## src/rtl/load_writeback_unit.sv

```systemverilog
// In-order load writeback queue: tracks outstanding loads, formats returned memory
// words into register-file writes and reports pending-load hazards to decode.
module load_writeback_unit #(
  parameter int QUEUE_DEPTH    = 4,
  parameter int REG_ADDR_WIDTH = 5
) (
  input  logic                             clk,
  input  logic                             reset,
  input  logic                             issue_valid,
  output logic                             issue_ready,
  input  logic [REG_ADDR_WIDTH-1:0]        issue_rd,
  input  logic [2:0]                       issue_funct3,
  input  logic [1:0]                       issue_addr_lo,
  input  logic                             mem_resp_valid,
  input  logic [31:0]                      mem_resp_data,
  output logic                             rf_write_enable,
  output logic [REG_ADDR_WIDTH-1:0]        rf_write_reg_addr,
  output logic [31:0]                      rf_write_data,
  output logic [3:0]                       rf_write_width,
  input  logic [REG_ADDR_WIDTH-1:0]        query_rs1,
  input  logic [REG_ADDR_WIDTH-1:0]        query_rs2,
  output logic                             hazard_rs1,
  output logic                             hazard_rs2,
  output logic [$clog2(QUEUE_DEPTH):0]     pending_count,
  output logic                             issue_exception,
  output logic                             resp_error
);

  localparam int PTR_W = $clog2(QUEUE_DEPTH);
  localparam int CNT_W = PTR_W + 1;

  logic [REG_ADDR_WIDTH-1:0] r_rd [QUEUE_DEPTH];
  logic [2:0]                r_f3 [QUEUE_DEPTH];
  logic [1:0]                r_lo [QUEUE_DEPTH];
  logic [QUEUE_DEPTH-1:0]    r_valid;
  logic [PTR_W-1:0]          r_head;
  logic [PTR_W-1:0]          r_tail;
  logic [CNT_W-1:0]          r_count;
  logic                      r_we;
  logic [REG_ADDR_WIDTH-1:0] r_waddr;
  logic [31:0]               r_wdata;
  logic [3:0]                r_wwidth;
  logic                      r_exc;
  logic                      r_err;

  logic                      w_empty;
  logic                      w_full;
  logic                      w_illegal;
  logic                      w_misaligned;
  logic                      w_accept;
  logic                      w_push;
  logic                      w_pop;
  logic [REG_ADDR_WIDTH-1:0] w_head_rd;
  logic [2:0]                w_head_f3;
  logic [1:0]                w_head_lo;
  logic [7:0]                w_byte;
  logic [15:0]               w_half;
  logic [31:0]               w_data;
  logic [3:0]                w_width;
  logic                      w_hit1;
  logic                      w_hit2;

  assign w_empty      = (r_count == {CNT_W{1'b0}});
  assign w_full       = (r_count == CNT_W'(QUEUE_DEPTH));
  assign w_illegal    = (issue_funct3 == 3'b011) || (issue_funct3 == 3'b110) ||
                        (issue_funct3 == 3'b111);
  assign w_misaligned = (((issue_funct3 == 3'b001) || (issue_funct3 == 3'b101)) && issue_addr_lo[0]) ||
                        ((issue_funct3 == 3'b010) && (issue_addr_lo != 2'b00));
  // No pop bypass: a full queue refuses issues even while a response drains it.
  assign w_accept     = issue_valid && !w_full;
  assign w_push       = w_accept && !w_illegal && !w_misaligned;
  assign w_pop        = mem_resp_valid && !w_empty;

  assign w_head_rd = r_rd[r_head];
  assign w_head_f3 = r_f3[r_head];
  assign w_head_lo = r_lo[r_head];

  // Byte/half lane selection from the aligned response word
  always_comb begin
    w_byte = 8'h00;
    w_half = mem_resp_data[15:0];
    case (w_head_lo)
      2'b00:   w_byte = mem_resp_data[7:0];
      2'b01:   w_byte = mem_resp_data[15:8];
      2'b10:   w_byte = mem_resp_data[23:16];
      2'b11:   w_byte = mem_resp_data[31:24];
      default: w_byte = 8'h00;
    endcase
    if (w_head_lo[1]) begin
      w_half = mem_resp_data[31:16];
    end else begin
      w_half = mem_resp_data[15:0];
    end
  end

  // Sign/zero extension and width code by load type
  always_comb begin
    w_data  = mem_resp_data;
    w_width = 4'd4;
    case (w_head_f3)
      3'b000:  begin w_data = {{24{w_byte[7]}}, w_byte}; w_width = 4'd1; end
      3'b001:  begin w_data = {{16{w_half[15]}}, w_half}; w_width = 4'd2; end
      3'b100:  begin w_data = {24'h000000, w_byte};       w_width = 4'd1; end
      3'b101:  begin w_data = {16'h0000, w_half};         w_width = 4'd2; end
      default: begin w_data = mem_resp_data;              w_width = 4'd4; end
    endcase
  end

  // Pending-load hazard search over valid entries
  always_comb begin
    w_hit1 = 1'b0;
    w_hit2 = 1'b0;
    for (int i = 0; i < QUEUE_DEPTH; i++) begin
      w_hit1 = w_hit1 | (r_valid[i] && (r_rd[i] == query_rs1));
      w_hit2 = w_hit2 | (r_valid[i] && (r_rd[i] == query_rs2));
    end
  end

  // Queue state, writeback port and status flags
  always_ff @(posedge clk) begin
    if (reset) begin
      r_valid  <= {QUEUE_DEPTH{1'b0}};
      r_head   <= {PTR_W{1'b0}};
      r_tail   <= {PTR_W{1'b0}};
      r_count  <= {CNT_W{1'b0}};
      r_we     <= 1'b0;
      r_waddr  <= {REG_ADDR_WIDTH{1'b0}};
      r_wdata  <= 32'h0000_0000;
      r_wwidth <= 4'd0;
      r_exc    <= 1'b0;
      r_err    <= 1'b0;
    end else begin
      if (w_push) begin
        r_rd[r_tail]    <= issue_rd;
        r_f3[r_tail]    <= issue_funct3;
        r_lo[r_tail]    <= issue_addr_lo;
        r_valid[r_tail] <= 1'b1;
        r_tail          <= r_tail + PTR_W'(1);
      end
      if (w_pop) begin
        r_valid[r_head] <= 1'b0;
        r_head          <= r_head + PTR_W'(1);
        r_waddr         <= w_head_rd;
        r_wdata         <= w_data;
        r_wwidth        <= w_width;
      end
      case ({w_push, w_pop})
        2'b10:   r_count <= r_count + CNT_W'(1);
        2'b01:   r_count <= r_count - CNT_W'(1);
        default: r_count <= r_count;
      endcase
      r_we  <= w_pop && (w_head_rd != {REG_ADDR_WIDTH{1'b0}});
      r_exc <= w_accept && (w_illegal || w_misaligned);
      r_err <= r_err || (mem_resp_valid && w_empty);
    end
  end

  assign issue_ready       = !w_full;
  assign pending_count     = r_count;
  assign hazard_rs1        = (query_rs1 != {REG_ADDR_WIDTH{1'b0}}) && w_hit1;
  assign hazard_rs2        = (query_rs2 != {REG_ADDR_WIDTH{1'b0}}) && w_hit2;
  assign rf_write_enable   = r_we;
  assign rf_write_reg_addr = r_waddr;
  assign rf_write_data     = r_wdata;
  assign rf_write_width    = r_wwidth;
  assign issue_exception   = r_exc;
  assign resp_error        = r_err;

endmodule

```

## config.mk

```make
export PLATFORM = sky130hd
export DESIGN_NAME = load_writeback_unit
export DESIGN_NICKNAME = d
export VERILOG_FILES = /design/src/rtl/load_writeback_unit.sv
export SDC_FILE = /design/constraint.sdc
export NUM_CORES = 1
export LEC_CHECK = 0
export CORE_MARGIN = 2
export CORE_UTILIZATION = 33
export CTS_BUF_LIST = sky130_fd_sc_hd__clkbuf_16
export DETAILED_ROUTE_END_ITERATION = 7
export PLACE_DENSITY = 0.65
export SLEW_MARGIN = 20
export SYNTH_ARGS = -nofsm -noshare
export SYNTH_HDL_FRONTEND = slang
export SYNTH_SLANG_ARGS = --single-unit
```

## constraint.sdc

```tcl
create_clock -name clk -period 3.72 [get_ports clk]
set_clock_uncertainty 0.2 [all_clocks]
set_input_delay 0.744 -clock clk [delete_from_list [all_inputs] [get_ports clk]]
set_output_delay 0.744 -clock clk [all_outputs]
set_load 0.005 [all_outputs]
```

==> impl_metrics.csv, run 1 <==
group,metric,value,unit
clocking,post_cts_buffers,0,
global_routing,grt_max_degree,55,
critical_path,startpoint_type,"input pin",
route,wl,13.1,mm
power,intPower,0.00235,W
route,drt_iter0_markers,320,
timing,finalSetupViolCount,0,
timing,fin_crit,3.62,ns
route,ant_nets,0,
route,drc_errors,0,
clocking,clock-sinks,96,
global_routing,grt-ovfl-total,0,
power,switching_share,0.327,
critical_path,cpPeakStageDelay,0.54,ns
synthesis,synth_fa_ha_area_frac,0.0275,
synthesis,ys_types,46,
clocking,cts_htree_levels,3,
synthesis,syn_nets,522,
critical_path,slowest_stage,"clkdlybuf4s50_1",
synthesis,netlist_area,4830,sq um
placed_design,post-place-cells,718,
power,ir_drop,0.000232,V
synthesis,synth_top_family_by_area,"compound AO/OA/AOI/OAI gates",
critical_path,path_class,"input pin to output pin",
synthesis,syn_inst,456,
placed_design,pre_cts_slack,0.103,ns
critical_path,path_max_fanout,5,
clocking,hold_buffers,0,
route,vias_per_cell,5.20,
critical_path,r2r_setup_slack,0.63,ns
critical_path,required,2.78,ns
placed_design,dp_hpwl,9.33,mm
critical_path,end_kind,"output pin",
timing,finalHoldViolCount,0,
power,combPwrFrac,0.346,
hold_path,hp-class,"flip-flop to flip-flop",
timing,maxSlewViolCount,0,
global_routing,grtUsageMet1,0.229,
global_routing,gr-usage-met2,0.269,
synthesis,synth_compound_area_frac,0.141,
placed_design,placed_area,6010,sq um
final_layout,stdcell_area,6320,sq um
timing,setup_slack,0.0993,ns
job,drv_cap,0,
floorplan,rows,44,
global_routing,grt_pass1_vias,3823,
final_layout,final_layout_size_suffix_gt1_frac,0.107,
clocking,cts.clk_slew.worst_paths,0.07,ns
timing,rsz0062_at_grt,"no",
power,clockPowerShare,0.264,
timing,tightest_slew,0.568,ns
critical_path,crit_arrival,2.68,ns
final_layout,diodes,0,
placed_design,numPortBuffers,104,
timing,fmax,0.276,GHz
global_routing,use_met3,0.0377,
final_layout,final_cells,734,
global_routing,track_usage,0.168,
floorplan,start_util,0.335,
synthesis,synth-seq-area-share,0.481,
route,firstDrtPassIters,4,
clocking,cts_tree,"yes",
power,powerDensity,552,nW/um^2
critical_path,crit_chain,"clkdlybuf4s50_1, xor2_1, nor4_1, nand3_1, nand4_1, o21a_1, clkdlybuf4s50_1",
critical_path,cpMostUsedCell,"clkdlybuf4s50_1",
clocking,cts_root_buf,"clkbuf_16",
final_layout,area_growth,31.0,%
floorplan,die_area,15600,sq um
floorplan,core,14400,sq um
synthesis,synth-xor-area-share,0.0799,
synthesis,synthMuxAreaShare,0.0962,
timing,relSlewSlack,0.621,
synthesis,yosysWarnings,0,
global_routing,grt_pass1_wl,21.0,mm
route,wl_per_cell,17.8,um
floorplan,die_x,125,um
global_routing,top_usage_layer,"met2",
synthesis,postSynthAreaPerCell,10.6,sq um
timing,fin_crit_sh,0.973,
synthesis,synth-simple-area-share,0.122,
clocking,cts_buffers,9,
timing,fin_tns_setup,0,ns
synthesis,ys_seq_elements,96,
clocking,insertion_delay,0.34,ns
floorplan,io_pins,106,
run_status,outcome,"complete, no violations",
power,p_switching,0.00114,W
final_layout,nNetsFinal,611,
power,power_frac_seq,0.390,
placed_design,gp_congestion,0.902,
power,leakage,2.28,nW
global_routing,antenna_found_initial,0,
clocking,clockBufferDepth,2,
floorplan,dieHeight,125,um
route,vias,3818,
==> layer usage <==
layer  vias up  part of all wire
li1       1843                 -
met1      1839              0.46
met2       115              0.47
met3        21             0.046
met4         0             0.021
met5         -                 0
==> Yosys cell counts, drive strengths merged <==
library cell / n / share of area
a2111oi: 9 / 0.017
a211oi: 6 / 0.0093
a21o: 1 / 0.0016
a21oi: 41 / 0.043
a22oi: 8 / 0.012
and3: 23 / 0.030
buf: 10 / 0.020
clkbuf: 31 / 0.024
conb: 1 / 0.00078
dfxtp: 56 / 0.23
edfxtp: 40 / 0.25
fa: 1 / 0.0041
ha: 9 / 0.023
inv: 10 / 0.0078
mux2: 9 / 0.021
mux2i: 13 / 0.027
mux4: 10 / 0.048
nand2: 28 / 0.022
nand2b: 1 / 0.0013
nand3: 12 / 0.012
nand4: 2 / 0.0026
nor2: 22 / 0.019
nor3: 13 / 0.013
nor3b: 4 / 0.0062
nor4: 8 / 0.010
o211ai: 3 / 0.0075
o21a: 2 / 0.0031
o21ai: 25 / 0.031
o21bai: 1 / 0.0016
o221ai: 1 / 0.0031
o22ai: 6 / 0.0078
o31ai: 1 / 0.0016
o41ai: 1 / 0.0018
or3: 2 / 0.0026
or4: 2 / 0.0031
xnor2: 10 / 0.018
xor2: 34 / 0.062
==> stage by stage <==
step | hold WS, ns | util | total power (W)
after floorplan | 0.248 | - | 0.00211
after global placement | 0.246 | 0.416 | 0.00257
after detailed placement | 0.249 | 0.416 | 0.00259
after CTS | 0.259 | 0.437 | 0.00353
after global routing | 0.282 | 0.438 | 0.00370
final | 0.256 | 0.438 | 0.00349
==> cells in the final DEF, fill, tap and decap left out, types with 8 or more instances in the layout <==
| master | n |
|---|---|
| clkdlybuf4s50_1 | 101 |
| dfxtp_1 | 56 |
| a21oi_1 | 41 |
| edfxtp_1 | 40 |
| xor2_1 | 34 |
| nand2_1 | 28 |
| and3_1 | 23 |
| nor2_1 | 21 |
| o21ai_0 | 17 |
| buf_4 | 15 |
| mux2i_1 | 13 |
| nor3_1 | 13 |
| inv_1 | 12 |
| nand3_1 | 12 |
| clkbuf_16 | 11 |
| xnor2_1 | 10 |
| mux2_2 | 9 |
| ha_1 | 9 |
| mux4_2 | 8 |
| a22oi_1 | 8 |
==> state kept, by name, summed over array words and instances, names as in the netlist, named ones only <==
register / count
issue_exception: 1
pending_count: 3
r_f3: 12
r_head: 2
r_lo: 8
r_rd: 20
r_tail: 2
r_valid: 4
resp_error: 1
rf_write_data: 32
rf_write_enable: 1
rf_write_reg_addr: 5
rf_write_width: 3
==> critical path: cells and delay by family <==
kind	cells	cell delay, ns
simple gates	3	0.53
xor+xnor	1	0.20
compound gates	1	0.16
buf+inv	2	1.05
==> final timing paths <==
| kind | from | end | cells after the start |
|---|---|---|---|
| min | rf_write_width[1]$_SDFFE_PP0P_ | rf_write_width[1]$_SDFFE_PP0P_ | 2 |
| min reg2reg | rf_write_width[1]$_SDFFE_PP0P_ | rf_write_width[1]$_SDFFE_PP0P_ | 2 |
| max | query_rs1[2] | hazard_rs1 | 7 |
| max reg2reg | flip-flop | rf_write_data[7]$_SDFFE_PP0P_ | 5 |
==> power by group through the flow <==
stage / Clock, W / Combinational (W) / Sequential (W)
after detailed placement: 0 / 0.00121 / 0.00138
after global placement: 0 / 0.00119 / 0.00138
after global routing: 0.000996 / 0.00132 / 0.00138
after CTS: 0.000953 / 0.00121 / 0.00136
after floorplan: 0 / 0.000760 / 0.00135
final: 0.000923 / 0.00121 / 0.00136
==> repair_timing <==
item,CTS,global route
setup endpoints to repair,0,1
endpoints found under the hold margin,0,0
gates resized for setup,0,3
==> cell families after synthesis <==
kind of cell / Yosys count
XOR/XNOR: 44
flip-flops: 96
other: 1
adder cells (fa/ha/maj): 10
multiplexers: 32
AND/OR/NAND/NOR: 117
buffers and inverters: 51
AO/OA/AOI/OAI: 105
==> final cells by class <==
cell class	count	area, sq um
sequential	96	2320
clock inverter	5	27.5
inverter	10	37.5
multi-input combinational	309	2270
timing repair buffer	119	1150
clock buffer	11	275
tap	184	230
fill	1367	8100
No activity file was read; power rests on OpenSTA's default activity.
==> run 2, diff against run 1 <==
--- a/config.mk
+++ b/config.mk
@@ -5,6 +5,7 @@
 export SDC_FILE = /design/constraint.sdc
 export NUM_CORES = 1
 export LEC_CHECK = 0
+export ABC_AREA = 1
 export CORE_MARGIN = 2
 export CORE_UTILIZATION = 33
 export CTS_BUF_LIST = sky130_fd_sc_hd__clkbuf_16
==> impl_metrics.csv, run 2 <==
group,metric,value,unit
synthesis,yosysWarnings,0,
synthesis,synth_commonest_cells,"168 x nand2_1, 65 x a21oi_1, 63 x inv_1",
final_layout,final_layout_size_suffix_gt1_frac,0.0765,
route,firstDrtPassIters,6,
final_layout,area_growth,28.8,%
critical_path,crit_chain,"clkdlybuf4s50_1, inv_1, nand2_1, o21ai_0, a221oi_1, nand4_1, nand2_1, nor2_1, nor2_1, clkdlybuf4s50_1",
critical_path,crit-reg2reg-capture,"rf_write_data[18]$_SDFFE_PP0P_",
synthesis,synth_compound_area_frac,0.180,
critical_path,crit_arrival,2.63,ns
route,drc_errors,0,
synthesis,ys_dominant_reg_cell,"dfxtp_1",
synthesis,synth-xor-area-share,0.0121,
final_layout,mostFrequentLayoutCells,"168 x nand2_1, 104 x clkdlybuf4s50_1, 66 x inv_1",
power,leakage,2.75,nW
power,powerDensity,557,nW/um^2
timing,fin_crit_sh,0.960,
timing,finalHoldViolCount,0,
floorplan,die_x,128,um
timing,rsz0062_at_grt,"no",
synthesis,postSynthAreaPerCell,7.85,sq um
final_layout,largest_reg_flops,32,
global_routing,grt-ovfl-total,0,
global_routing,track_usage,0.172,
critical_path,slowest_stage,"clkdlybuf4s50_1",
critical_path,required,2.78,ns
critical_path,path_class,"input pin to output pin",
clocking,cts_htree_levels,3,
power,ir_drop,0.000262,V
clocking,cts_root_buf,"clkbuf_16",
route,vias,4596,
clocking,cts_buffers,9,
synthesis,synthMuxAreaShare,0,
timing,maxSlewViolCount,0,
synthesis,synth_edf_count,40,
placed_design,placed_area,6250,sq um
synthesis,ys_types,40,
synthesis,synth-simple-area-share,0.230,
timing,fin_tns_setup,0,ns
synthesis,syn_nets,709,
synthesis,netlist_area,5050,sq um
route,drt_iter0_markers,334,
final_layout,layout_commonest_cell,"nand2_1",
floorplan,rows,45,
global_routing,grt_max_degree,51,
critical_path,cpPeakStageDelay,0.53,ns
route,wl_per_cell,14.9,um
synthesis,synthTopCellsByArea,"edfxtp_1 24%, dfxtp_1 22%, nand2_1 12%",
hold_path,hold_end,"resp_error$_SDFF_PP0_",
placed_design,pre_cts_slack,0.146,ns
critical_path,r2r_setup_slack,1.02,ns
clocking,insertion_delay,0.35,ns
timing,fmax,0.280,GHz
clocking,cts.clk_slew.worst_paths,0.07,ns
hold_path,worstHoldStart,"resp_error$_SDFF_PP0_",
clocking,clockBufferDepth,2,
clocking,cts_tree,"yes",
synthesis,synth-seq-area-share,0.460,
hold_path,worstHoldPathCells,2,
placed_design,numPortBuffers,104,
critical_path,path_max_fanout,6,
timing,finalSetupViolCount,0,
timing,relSlewSlack,0.410,
timing,fin_crit,3.57,ns
run_status,outcome,"complete, no violations",
placed_design,gp_congestion,0.890,
floorplan,io_pins,106,
synthesis,synth_top_cell_area_share,0.238,
clocking,clock-sinks,96,
floorplan,die_area,16300,sq um
critical_path,cpLargestDelayFamily,"buffers and inverters",
global_routing,grt_pass1_vias,4158,
hold_path,hp-class,"flip-flop to flip-flop",
critical_path,startpoint_type,"input pin",
critical_path,end_kind,"output pin",
route,wl,13.9,mm
route,vias_per_cell,4.93,
job,drv_cap,0,
synthesis,syn_inst,643,
global_routing,grt_pass1_wl,22.0,mm
synthesis,synth_fa_ha_area_frac,0.0263,
timing,setup_slack,0.151,ns
synthesis,post-synth-top-count-cell,"nand2_1",
clocking,post_cts_buffers,0,
final_layout,diodes,0,
synthesis,ys_seq_elements,96,
floorplan,dieHeight,128,um
synthesis,synth_top_cell_by_area,"edfxtp_1",
final_layout,stdcell_area,6500,sq um
synthesis,async_flop_share,0,
critical_path,critPathBufInv,3,
floorplan,core,15100,sq um
route,ant_nets,0,
global_routing,antenna_found_initial,0,
floorplan,start_util,0.335,
placed_design,dp_hpwl,9.99,mm
synthesis,synth_top_family_by_area,"simple AND/OR/NAND/NOR gates",
power,p_total,0.00362,W
clocking,hold_buffers,0,
critical_path,rr_worst_depth,10,
clocking,ctsResizeCount,0,
final_layout,nNetsFinal,806,
timing,tightest_slew,0.882,ns
run 2: cell count changes after synthesis, moves of 23 or more:
cell and delta:
o21ai_0 +35, and3_1 -23, nand2_1 +140, nand3_1 +29
xor2_1 -31, inv_1 +53, a21oi_1 +24
run 2: final cells by class:
type                       count  area, sq um
fill                        1513         8580
sequential                    96         2320
multi-input combinational    445         2280
timing repair buffer         117         1140
inverter                      71          270
tap                          188          235
clock buffer                   9          225
clock inverter                 7         32.5
run 2: metal layers:
metal,up-vias,share of wire,track usage
li1,2352,-,-
met1,2083,0.47,0.236
met2,142,0.46,0.266
met3,19,0.056,0.0326
met4,0,0.020,0.0782
met5,-,0,0
run 2: kinds of logic after synthesis:
logic type,after synthesis
AND/OR/NAND/NOR,266
AO/OA/AOI/OAI,161
buffers and inverters,102
XOR/XNOR,7
adder cells (fa/ha/maj),10
flip-flops,96
other,1
run 2: through the flow:
stage,cells,hold WS [ns],util
2_1_floorplan,643,0.231,-
3_3_place_gp,917,0.245,0.414
3_5_place_dp,917,0.244,0.414
4_1_cts,933,0.261,0.431
5_1_grt,933,0.282,0.431
6_report,933,0.261,0.431
run 2: worst max-delay path by stage:
stage                     from                    to  slack (ns)  depth (start not counted)
2_1_floorplan  issue_funct3[2]  r_f3[0][0]$_DFFE_PP_        1.17                          5
3_3_place_gp      query_rs1[3]            hazard_rs1        0.14                          8
3_5_place_dp      query_rs1[3]            hazard_rs1        0.15                          8
4_1_cts           query_rs1[3]            hazard_rs1        0.14                          8
5_1_grt           query_rs2[0]            hazard_rs2        0.04                         10
6_report          query_rs2[0]            hazard_rs2        0.15                         10
run 2: where the power goes:
group          total [W]  switching, W  internal [W]
combinational    0.00145      0.000850      0.000601
sequential       0.00136      0.000110       0.00125
clock           0.000817      0.000376      0.000442
run 2: tightest hold or removal path, stage by stage, from the launching register on:
cell and delay, ns:
dfxtp_1 0.32, inv_1 0.05, a21oi_1 0.05
